==> config.mk <==
export PLATFORM = sky130hd
export DESIGN_NAME = dw_down_converter
export DESIGN_NICKNAME = d
export VERILOG_FILES = /design/src/rtl/dw_conv_pkg.sv /design/src/rtl/dw_beat_counter.sv /design/src/rtl/dw_down_converter.sv
export SDC_FILE = /design/constraint.sdc
export NUM_CORES = 1
export LEC_CHECK = 0
export ABC_CLOCK_PERIOD_IN_PS = 2500
export BUFFER_PORTS_ARGS = -buffer_cell sky130_fd_sc_hd__buf_4
export CORE_MARGIN = 2
export CORE_UTILIZATION = 30
export DETAILED_ROUTE_END_ITERATION = 12
export HOLD_SLACK_MARGIN = 0.08
export SYNTH_ARGS = -nofsm -noshare
export SYNTH_HDL_FRONTEND = slang
export SYNTH_HIERARCHICAL = 1
export SYNTH_SLANG_ARGS = --single-unit
==> constraint.sdc <==
create_clock -name clk -period 2.5 [get_ports clk]
set_input_delay 0.5 -clock clk [delete_from_list [all_inputs] [get_ports clk]]
set_output_delay 0.5 -clock clk [all_outputs]
set_load 0.02 [all_outputs]
==> src/rtl/dw_conv_pkg.sv <==
// Shared definitions for the XDMA width converters (up- and down-conversion paths).
package dw_conv_pkg;

    localparam int XDMA_WIDE_DW   = 512;
    localparam int XDMA_NARROW_DW = 64;

    // Beat-index register width; a ratio of 1 still gets a 1-bit counter.
    function automatic int beat_cnt_w(input int ratio);
        return (ratio > 1) ? $clog2(ratio) : 1;
    endfunction

endpackage

==> src/rtl/dw_beat_counter.sv <==
// Beat index counter with synchronous clear and a wrap flag at the final beat.
module dw_beat_counter
    import dw_conv_pkg::*;
#(
    parameter int RATIO = 8,
    parameter int W     = beat_cnt_w(RATIO)
) (
    input  logic         clk,
    input  logic         rst_i,
    input  logic         clear,
    input  logic         en,
    output logic [W-1:0] q,
    output logic         wrap
);

    localparam logic [W-1:0] LAST_Q = W'(RATIO - 1);

    logic [W-1:0] q_r;

    assign q    = q_r;
    assign wrap = (q_r == LAST_Q);

    // Beat index; with RATIO==1 the index can never leave zero.
    always_ff @(posedge clk) begin
        if (rst_i) begin
            q_r <= '0;
        end else if (clear) begin
            q_r <= '0;
        end else if (en) begin
            q_r <= wrap ? '0 : (q_r + W'(1));
        end else begin
            q_r <= q_r;
        end
    end

endmodule

==> src/rtl/dw_down_converter.sv <==
// Wide-to-narrow width converter: splits each wide word into DOWN_RATIO beats, LSB slice first.
module dw_down_converter
    import dw_conv_pkg::*;
#(
    parameter int INPUT_DW   = XDMA_WIDE_DW,
    parameter int OUTPUT_DW  = XDMA_NARROW_DW,
    parameter int DOWN_RATIO = INPUT_DW / OUTPUT_DW
) (
    input  logic                 clk,
    input  logic                 rst_i,
    input  logic [INPUT_DW-1:0]  data_i,
    input  logic                 valid_i,
    output logic                 ready_o,
    output logic [OUTPUT_DW-1:0] data_o,
    output logic                 valid_o,
    output logic                 last_o,
    input  logic                 ready_i
);

    localparam int CNT_W = beat_cnt_w(DOWN_RATIO);

    if (((INPUT_DW % OUTPUT_DW) != 0) || (OUTPUT_DW > INPUT_DW)) begin : g_bad_cfg
        $fatal(1, "dw_down_converter: INPUT_DW must be an integer multiple of OUTPUT_DW");
    end

    logic [INPUT_DW-1:0]  buf_r;
    logic                 full_r;
    logic [CNT_W-1:0]     cnt_s;
    logic                 wrap_s;
    logic                 in_acc_s;
    logic                 beat_acc_s;
    logic [OUTPUT_DW-1:0] data_mux_s;

    assign valid_o    = full_r;
    assign last_o     = full_r && wrap_s;
    assign data_o     = data_mux_s;
    // Taking the final beat frees the buffer in the same cycle, so a new word loads without a gap.
    assign ready_o    = !rst_i && (!full_r || (ready_i && last_o));
    assign in_acc_s   = valid_i && ready_o;
    assign beat_acc_s = full_r && ready_i;

    dw_beat_counter #(
        .RATIO (DOWN_RATIO),
        .W     (CNT_W)
    ) u_beat_counter (
        .clk   (clk),
        .rst_i (rst_i),
        .clear (in_acc_s),
        .en    (beat_acc_s),
        .q     (cnt_s),
        .wrap  (wrap_s)
    );

    // Select the narrow slice addressed by the current beat index.
    always_comb begin
        data_mux_s = '0;
        for (int i = 0; i < DOWN_RATIO; i++) begin
            if (cnt_s == CNT_W'(i)) begin
                data_mux_s = buf_r[i*OUTPUT_DW +: OUTPUT_DW];
            end else begin
                data_mux_s = data_mux_s;
            end
        end
    end

    // Wide word buffer, loaded only on an input handshake.
    always_ff @(posedge clk) begin
        if (rst_i) begin
            buf_r <= '0;
        end else if (in_acc_s) begin
            buf_r <= data_i;
        end else begin
            buf_r <= buf_r;
        end
    end

    // Buffer occupancy: set on load, cleared once the last beat leaves with nothing behind it.
    always_ff @(posedge clk) begin
        if (rst_i) begin
            full_r <= 1'b0;
        end else if (in_acc_s) begin
            full_r <= 1'b1;
        end else if (beat_acc_s && last_o) begin
            full_r <= 1'b0;
        end else begin
            full_r <= full_r;
        end
    end

endmodule

==> flow_summary.yaml, run 1 <==
status:
  status: "finished, violations left"
  violations: "negative setup slack"
flow_run:
  drv_cap: 0
floorplan:
  placementRows: 101
  design.portCount: 583
  dieWidth_um: 281
  floorplan.die.height_um: 281
  core_area_mm2: 0.0759
  dieArea_mm2: 0.0788
  initial_utilization_pct: 30.3
sta:
  grt_setup_unrepaired: "yes"
  hold-worst-slack_ns: 0.103
  finalCriticalPeriod_ns: 3.05
  timing.fmax_mhz: 328
  final_hold_viol_count: 0
  clock_skew_ns: 0.0219
  final_critical_path_setup_slack_ns: -0.550
  fin_crit_sh_pct: 122
  drv_slew: 0
  worst_slew_slack_as_a_fraction_of_its_limit_pct: 34.4
  endpoints_failing_setup: 65
  timing_worst_slew_pin_value_ns: 0.984
synthesis:
  synthesis.area_per_instance_um2: 8.52
  synth.yosys.seq_area_share_pct: 45.0
  synthArstFlopShare_pct: 0
  synth.cells.most_frequent: "sky130_fd_sc_hd__nand2_1 (574), sky130_fd_sc_hd__dfxtp_1 (516), sky130_fd_sc_hd__nand2b_1 (515)"
  ys_ff_latch: 516
  ys.flop_type: "sky130_fd_sc_hd__dfxtp_1"
  synthesis.yosys.warnings: 6
  synth_top_area_share_pct: 45.0
  syn_nets: 3214
  netlist_area_mm2: 0.0230
  synthDistinctLibCells: 28
  synth_edf_count: 0
  synthCells: 2696
  synth_most_common_cell: "sky130_fd_sc_hd__nand2_1"
  yosys-top-cells-area: "sky130_fd_sc_hd__dfxtp_1 (45%), sky130_fd_sc_hd__nand2b_1 (14%), sky130_fd_sc_hd__nand2_1 (9.4%)"
  synthDominantAreaCellType: "sky130_fd_sc_hd__dfxtp_1"
placed_design:
  buffer_ports.inserted: 582
  placedInstanceArea_mm2: 0.0288
  place_worst_setup_slack_ns: -0.00213
  post-dp-hpwl_um: 64100
  gpl.final_weighted_congestion: 0.884
setup_path:
  capture_point_of_the_worst_path: "data_o[60]"
  worstReg2RegStart: "u_beat_counter/q[0]$_SDFFE_PP0P_"
  worst-setup-path-type: "reg2out"
  setup.worst_path.start: "u_beat_counter/q[0]$_SDFFE_PP0P_"
  worst_r2r_endpoint: "buf_r[53]$_SDFFE_PP0P_"
  worstPathRequired_ns: 2.00
  critical_path_arrival_ns: 2.55
  cp-end-kind: "output port"
  startpoint_type: "register"
  reg2reg_setup_slack_ns: 0.02
  critPathMaxFanout: 7
  r2r_cells: 12
power:
  power.leakage_nw: 13.7
  worst_ir_drop_vdd_uv: 590
  cellPowerDensity_mw_per_mm2: 610
clocking:
  tritoncts_clock_tree: "built"
  clock_tree.root_cell: "sky130_fd_sc_hd__clkbuf_16"
  cts_sinks: 516
  clk_path_buf_depth: 3
  cts_made_buffers: 58
  insertion_delay_ns: 0.62
  h_tree_level_count: 2
  cts.reportedPaths.clkPinSlew_ns: 0.06
min_path:
  min-delay-path-class: "in2reg"
global_routing:
  grt_start_max_net_pins: 248
  grt_first_pass_wirelength_um: 132000
  grt_overflow: 0
  global_route.usage.total_pct: 22.0
  grt_antenna_before_repair: 16
  via_count_of_the_first_global_routing_pass: 21300
cells_and_area:
  final_nets: 4094
  drive_above_1_share_pct: 24.7
  final_area_mm2: 0.0352
  area_delta_synth_final_pct: 53.3
route:
  firstDrtPassIters: 5
  drt_iter0_markers: 1836
  drc: 0
  dr_vias: 21800
  wl_per_cell_um: 19.7
  vias_per_cell: 4.69
  final_antenna_net_count: 0
  routed_wirelength_um: 91900
metrics by stage:
| step | utilization [%] | std cells | total power (W) | TNS [ns] |
|---|---|---|---|---|
| 2_1_floorplan | - | 2696 | 0.0106 | 0 |
| 3_3_place_gp | 37.9 | 4168 | 0.0120 | 0 |
| 3_5_place_dp | 37.9 | 4168 | 0.0121 | -0.00213 |
| 4_1_cts | 45.7 | 4634 | 0.0215 | -33.03 |
| 5_1_grt | 46.4 | 4653 | 0.0223 | -44.14 |
| 6_report | 46.4 | 4656 | 0.0215 | -29.28 |
how the worst min path moves through the flow:
stage | end | from | slack, ns | cells after the start
global placement | buf_r[135]$_SDFFE_PP0P_ | buf_r[135]$_SDFFE_PP0P_ | 0.45 | 2
detailed placement | buf_r[232]$_SDFFE_PP0P_ | buf_r[232]$_SDFFE_PP0P_ | 0.45 | 2
global route | buf_r[50]$_SDFFE_PP0P_ | data_i[50] | 0.08 | 3
CTS | buf_r[50]$_SDFFE_PP0P_ | data_i[50] | 0.08 | 3
finish | buf_r[244]$_SDFFE_PP0P_ | data_i[244] | 0.10 | 3
floorplan | buf_r[128]$_SDFFE_PP0P_ | buf_r[128]$_SDFFE_PP0P_ | 0.44 | 2
state kept, by name, indices dropped and copies added, names as in the netlist:
signal and flops:
valid_o 1, buf_r 512, u_beat_counter/q 3
cell usage in the layout, fill, tap and decap left out, types with 2 or more instances in the layout:
cell type,synthesis,final
sky130_fd_sc_hd__nor2_1,7,7
sky130_fd_sc_hd__buf_16,0,11
sky130_fd_sc_hd__nand2_1,574,574
sky130_fd_sc_hd__nor3b_2,0,2
sky130_fd_sc_hd__buf_8,0,4
sky130_fd_sc_hd__nand2b_1,515,515
sky130_fd_sc_hd__clkbuf_16,0,67
sky130_fd_sc_hd__a221oi_1,2,2
sky130_fd_sc_hd__diode_2,0,10
sky130_fd_sc_hd__dfxtp_1,516,513
sky130_fd_sc_hd__dlygate4sd3_1,0,350
sky130_fd_sc_hd__nor2b_2,0,3
sky130_fd_sc_hd__o21ai_1,298,300
sky130_fd_sc_hd__nor2b_1,63,32
sky130_fd_sc_hd__nand3_1,2,2
sky130_fd_sc_hd__buf_4,29,587
sky130_fd_sc_hd__and2_1,2,2
sky130_fd_sc_hd__mux2i_1,68,68
sky130_fd_sc_hd__buf_6,7,49
sky130_fd_sc_hd__nor3_1,4,4
sky130_fd_sc_hd__clkbuf_1,124,8
sky130_fd_sc_hd__a21o_1,2,2
sky130_fd_sc_hd__o21ai_0,276,274
sky130_fd_sc_hd__dfxtp_4,0,3
sky130_fd_sc_hd__clkinv_2,0,8
sky130_fd_sc_hd__bufinv_16,0,5
sky130_fd_sc_hd__clkbuf_8,0,18
sky130_fd_sc_hd__mux4_2,62,62
sky130_fd_sc_hd__a221o_1,62,62
sky130_fd_sc_hd__nor2b_4,0,28
sky130_fd_sc_hd__a21oi_1,6,6
sky130_fd_sc_hd__buf_12,0,39
area by class of cell:
cell class | count | area (µm²)
tap | 1030 | 1290
antenna | 10 | 25.0
timing repair buffer | 1048 | 9810
clock inverter | 15 | 208
sequential | 516 | 10300
clock buffer | 85 | 1750
fill | 7176 | 40700
multi-input combinational | 1952 | 11800
cells by family (layout without fill, tap and decap cells):
logic type                 count (synthesis)  in the layout  share of synthesized area [%]
other                                      0             10                              0
muxes                                    130            130                           9.04
DFF                                      516            516                           45.0
and+or+nand+nor                         1172           1172                           25.6
buffers and inverters                    228           1148                           4.70
AOI/OAI and AO/OA                        648            648                           15.6
adders and majority gates                  2              2                          0.109
routing by layer:
layer  GRT usage, %  part of all wire, %  routed length [µm]
met3           3.83                  5.8                5330
met2           31.5                   42               38600
met1           33.3                   50               45500
met4           6.14                  2.6                2390
met5              0                0.015                  14
critical path: stages (launching register included):
cell and delay, ns:
sky130_fd_sc_hd__dfxtp_4 0.38, sky130_fd_sc_hd__buf_12 0.14, sky130_fd_sc_hd__buf_12 0.16, sky130_fd_sc_hd__buf_8 0.13
sky130_fd_sc_hd__mux4_2 0.50, sky130_fd_sc_hd__nor2b_4 0.15, sky130_fd_sc_hd__a221o_1 0.32, sky130_fd_sc_hd__buf_6 0.15
power breakdown:
group          total [W]  switching (W)  internal (W)
combinational    0.00346        0.00152       0.00194
clock            0.00887        0.00355       0.00532
sequential       0.00916       0.000359       0.00880
total             0.0215        0.00543        0.0161
what timing repair did:
item	in CTS	in global routing
hold endpoints to repair	350	0
cloned	3	8
setup endpoints to repair	66	346
hold buffers	350	0
pin swaps	1	1
resized for setup	75	59
buffers inserted	13	5
No activity file was read; power rests on OpenSTA's default activity.
==> run 2, diff against run 1 <==
--- a/config.mk
+++ b/config.mk
@@ -5,10 +5,12 @@
 export SDC_FILE = /design/constraint.sdc
 export NUM_CORES = 1
 export LEC_CHECK = 0
+export ABC_AREA = 1
 export ABC_CLOCK_PERIOD_IN_PS = 2500
 export BUFFER_PORTS_ARGS = -buffer_cell sky130_fd_sc_hd__buf_4
 export CORE_MARGIN = 2
 export CORE_UTILIZATION = 30
+export CTS_BUF_LIST = sky130_fd_sc_hd__clkbuf_4 sky130_fd_sc_hd__clkbuf_8
 export DETAILED_ROUTE_END_ITERATION = 12
 export HOLD_SLACK_MARGIN = 0.08
 export SYNTH_ARGS = -nofsm -noshare
==> flow_summary.yaml, run 2 <==
clocking:
  cts.reportedPaths.clkPinSlew_ns: 0.06
  clk_path_buf_depth: 3
  tritoncts_clock_tree: "built"
  clock_tree.root_cell: "sky130_fd_sc_hd__clkbuf_8"
  h_tree_level_count: 3
  insertion_delay_ns: 0.69
  cts_made_buffers: 95
  cts_sinks: 516
floorplan:
  design.portCount: 583
  dieArea_mm2: 0.0787
  core_area_mm2: 0.0758
  floorplan.die.height_um: 281
  placementRows: 101
  dieWidth_um: 281
  initial_utilization_pct: 30.3
cells_and_area:
  final_area_mm2: 0.0370
  final_nets: 4630
  largest_reg_flops: 512
  drive_above_1_share_pct: 22.4
  fillerInstances: 7032
  final_cell_mix: "sky130_fd_sc_hd__nand2_1 (692), sky130_fd_sc_hd__buf_4 (600), sky130_fd_sc_hd__inv_1 (518), sky130_fd_sc_hd__dfxtp_1 (513), sky130_fd_sc_hd__dlygate4sd3_1 (513)"
  post-route-util_pct: 48.7
  layout.cells.most_common: "sky130_fd_sc_hd__nand2_1"
  max_flop_register: "buf_r"
  area_delta_synth_final_pct: 61.0
power:
  clockPowerShare_pct: 40.7
  netSwitchingFraction_pct: 27.6
  post-layout-total-power_w: 0.0218
  power.switching_w: 0.00601
  share_of_power_burned_in_registers_pct: 42.0
  cellPowerDensity_mw_per_mm2: 589
  p_int_w: 0.0158
  power.share.combinational_pct: 17.3
  power.leakage_nw: 15.0
  worst_ir_drop_vdd_uv: 536
synthesis:
  yosys-top-cells-area: "sky130_fd_sc_hd__dfxtp_1 (45%), sky130_fd_sc_hd__o31ai_1 (17%), sky130_fd_sc_hd__nand2_1 (12%)"
  largest_family_of_logic_cells_by_synthesized_area: "simple AND/OR/NAND/NOR gates"
  synth_most_common_cell: "sky130_fd_sc_hd__nand2_1"
  netlist_area_mm2: 0.0230
  ys.flop_type: "sky130_fd_sc_hd__dfxtp_1"
  syn_nets: 3582
  synth_compound_area_share_pct: 16.8
  synthesis.yosys.warnings: 6
  synth.cells.most_frequent: "sky130_fd_sc_hd__nand2_1 (713), sky130_fd_sc_hd__inv_1 (518), sky130_fd_sc_hd__dfxtp_1 (516)"
  synthArstFlopShare_pct: 0
  ys_ff_latch: 516
  synth_top_area_share_pct: 45.0
  synth.yosys.seq_area_share_pct: 45.0
  yosys-mux-area-fraction_pct: 0
  synthesis.area_per_instance_um2: 7.49
  synthCells: 3064
  synth_xor_xnor_area_share_pct: 0
  synthDominantAreaCellType: "sky130_fd_sc_hd__dfxtp_1"
  post_synth_fa_ha_maj_area_fraction_pct: 0.109
  synth_simple_gate_area_share_pct: 24.3
  synthDistinctLibCells: 19
  synth_edf_count: 0
sta:
  endpoints_failing_setup: 65
  worst_slew_slack_as_a_fraction_of_its_limit_pct: 25.5
  timing_worst_slew_pin_value_ns: 1.12
  drv_slew: 0
  timing.fmax_mhz: 365
  grt_setup_unrepaired: "yes"
  finalCriticalPeriod_ns: 2.74
  clock_skew_ns: 0.0310
  setup_tns_ns: -12.53
  final_critical_path_setup_slack_ns: -0.242
  fin_crit_sh_pct: 110
  hold-worst-slack_ns: 0.185
  final_hold_viol_count: 0
route:
  vias_per_cell: 4.89
  drc: 0
  firstDrtPassIters: 6
  routed_wirelength_um: 95500
  wl_per_cell_um: 18.5
  drt_iter0_markers: 1806
  dr_vias: 25300
  final_antenna_net_count: 0
status:
  status: "finished, violations left"
  violations: "negative setup slack"
global_routing:
  via_count_of_the_first_global_routing_pass: 24900
  grt_start_max_net_pins: 192
  grt_first_pass_wirelength_um: 138000
  global_route.usage.total_pct: 22.4
  grt_overflow: 0
  grt_antenna_before_repair: 21
flow_run:
  drv_cap: 0
setup_path:
  startpoint_type: "register"
  worst-setup-path-type: "reg2out"
  critical_path_arrival_ns: 2.24
  worstPathRequired_ns: 2.00
  critPathMaxFanout: 7
  cp-end-kind: "output port"
min_path:
  min-delay-path-class: "in2reg"
placed_design:
  buffer_ports.inserted: 582
  placedInstanceArea_mm2: 0.0285
  gpl.final_weighted_congestion: 0.809
  post-dp-hpwl_um: 58000
## run 2: cell types whose count changed in the layout (fill, tap and decap cells not counted), sizes merged, moves of 72 or more
cell         before  now
clkbuf           93  165
dlygate4sd3     350  513
inv               1  526
nand2           574  713
nand2b          515    0
nand4             0  320
nor2              7  138
o21ai           574    0
o31ai             0  512
## run 2: through the flow
stage,setup slack (ns),cells
floorplan,0.551,3064
CTS,-0.323,5146
finish,-0.242,5178
detailed placement,0.0862,4438
global route,-0.359,5175
global placement,0.113,4438
## run 2: worst max-delay path, cell delays in order (launching register included)
cell	delay, ns
sky130_fd_sc_hd__dfxtp_4	0.45
sky130_fd_sc_hd__inv_12	0.08
sky130_fd_sc_hd__nor3_4	0.28
sky130_fd_sc_hd__buf_6	0.23
sky130_fd_sc_hd__buf_12	0.17
sky130_fd_sc_hd__nand2_1	0.07
sky130_fd_sc_hd__nand4_1	0.14
sky130_fd_sc_hd__buf_6	0.14
## run 2: per-layer routing
layer,up-vias,track usage [%],wire length [µm]
met5,-,0,131
met1,11700,28.1,41300
met4,20,8.95,3680
met3,239,4.65,5970
met2,919,37.4,44500
li1,12400,-,-
## run 2: area by class of cell
class / instances / area [µm²] / area share (%)
timing repair buffer: 1222 / 11600 / 31.4
sequential: 516 / 10300 / 28.0
multi-input combinational: 1755 / 9660 / 26.1
inverter: 521 / 1990 / 5.39
clock buffer: 152 / 1940 / 5.24
tap: 978 / 1220 / 3.31
clock inverter: 23 / 179 / 0.484
antenna: 10 / 25.0 / 0.0677
timing repair inverter: 1 / 8.76 / 0.0237
## run 2: logic make-up (layout without fill, tap and decap cells)
kind of cell    Yosys count  after routing
compound gates          514            514
fa+ha+maj                 2              2
buf+inv                 793           1919
flops                   516            516
other cells               0             10
simple gates           1239           1239
## run 2: path summary, 6_finish.rpt
kind                            slack, ns  depth (start not counted)                      end                             start
worst min-delay path                 0.18                          2   buf_r[81]$_SDFFE_PP0P_                             rst_i
worst max register to register       0.08                         11  buf_r[274]$_SDFFE_PP0P_  u_beat_counter/q[0]$_SDFFE_PP0P_
worst min register to register       0.46                          2   buf_r[63]$_SDFFE_PP0P_            buf_r[63]$_SDFFE_PP0P_
worst max-delay path                -0.24                          7                data_o[1]  u_beat_counter/q[0]$_SDFFE_PP0P_
## run 2: timing repair
item / CTS / global route
pin swaps: 16 / 28
endpoints found under the hold margin: 513 / 0
setup buffers: 16 / 6
cloned: 4 / 16
endpoints found under the setup margin: 65 / 69
hold buffers: 513 / 0
gates resized for setup: 62 / 81
## run 2: power groups by stage
stage                     clock network [W]  logic (W)  registers, W
after detailed placement                  0    0.00286       0.00930
after global routing                0.00944    0.00407       0.00920
after global placement                    0    0.00284       0.00930
after CTS                           0.00905    0.00363       0.00913
after floorplan                           0    0.00150       0.00920
final                               0.00887    0.00377       0.00914
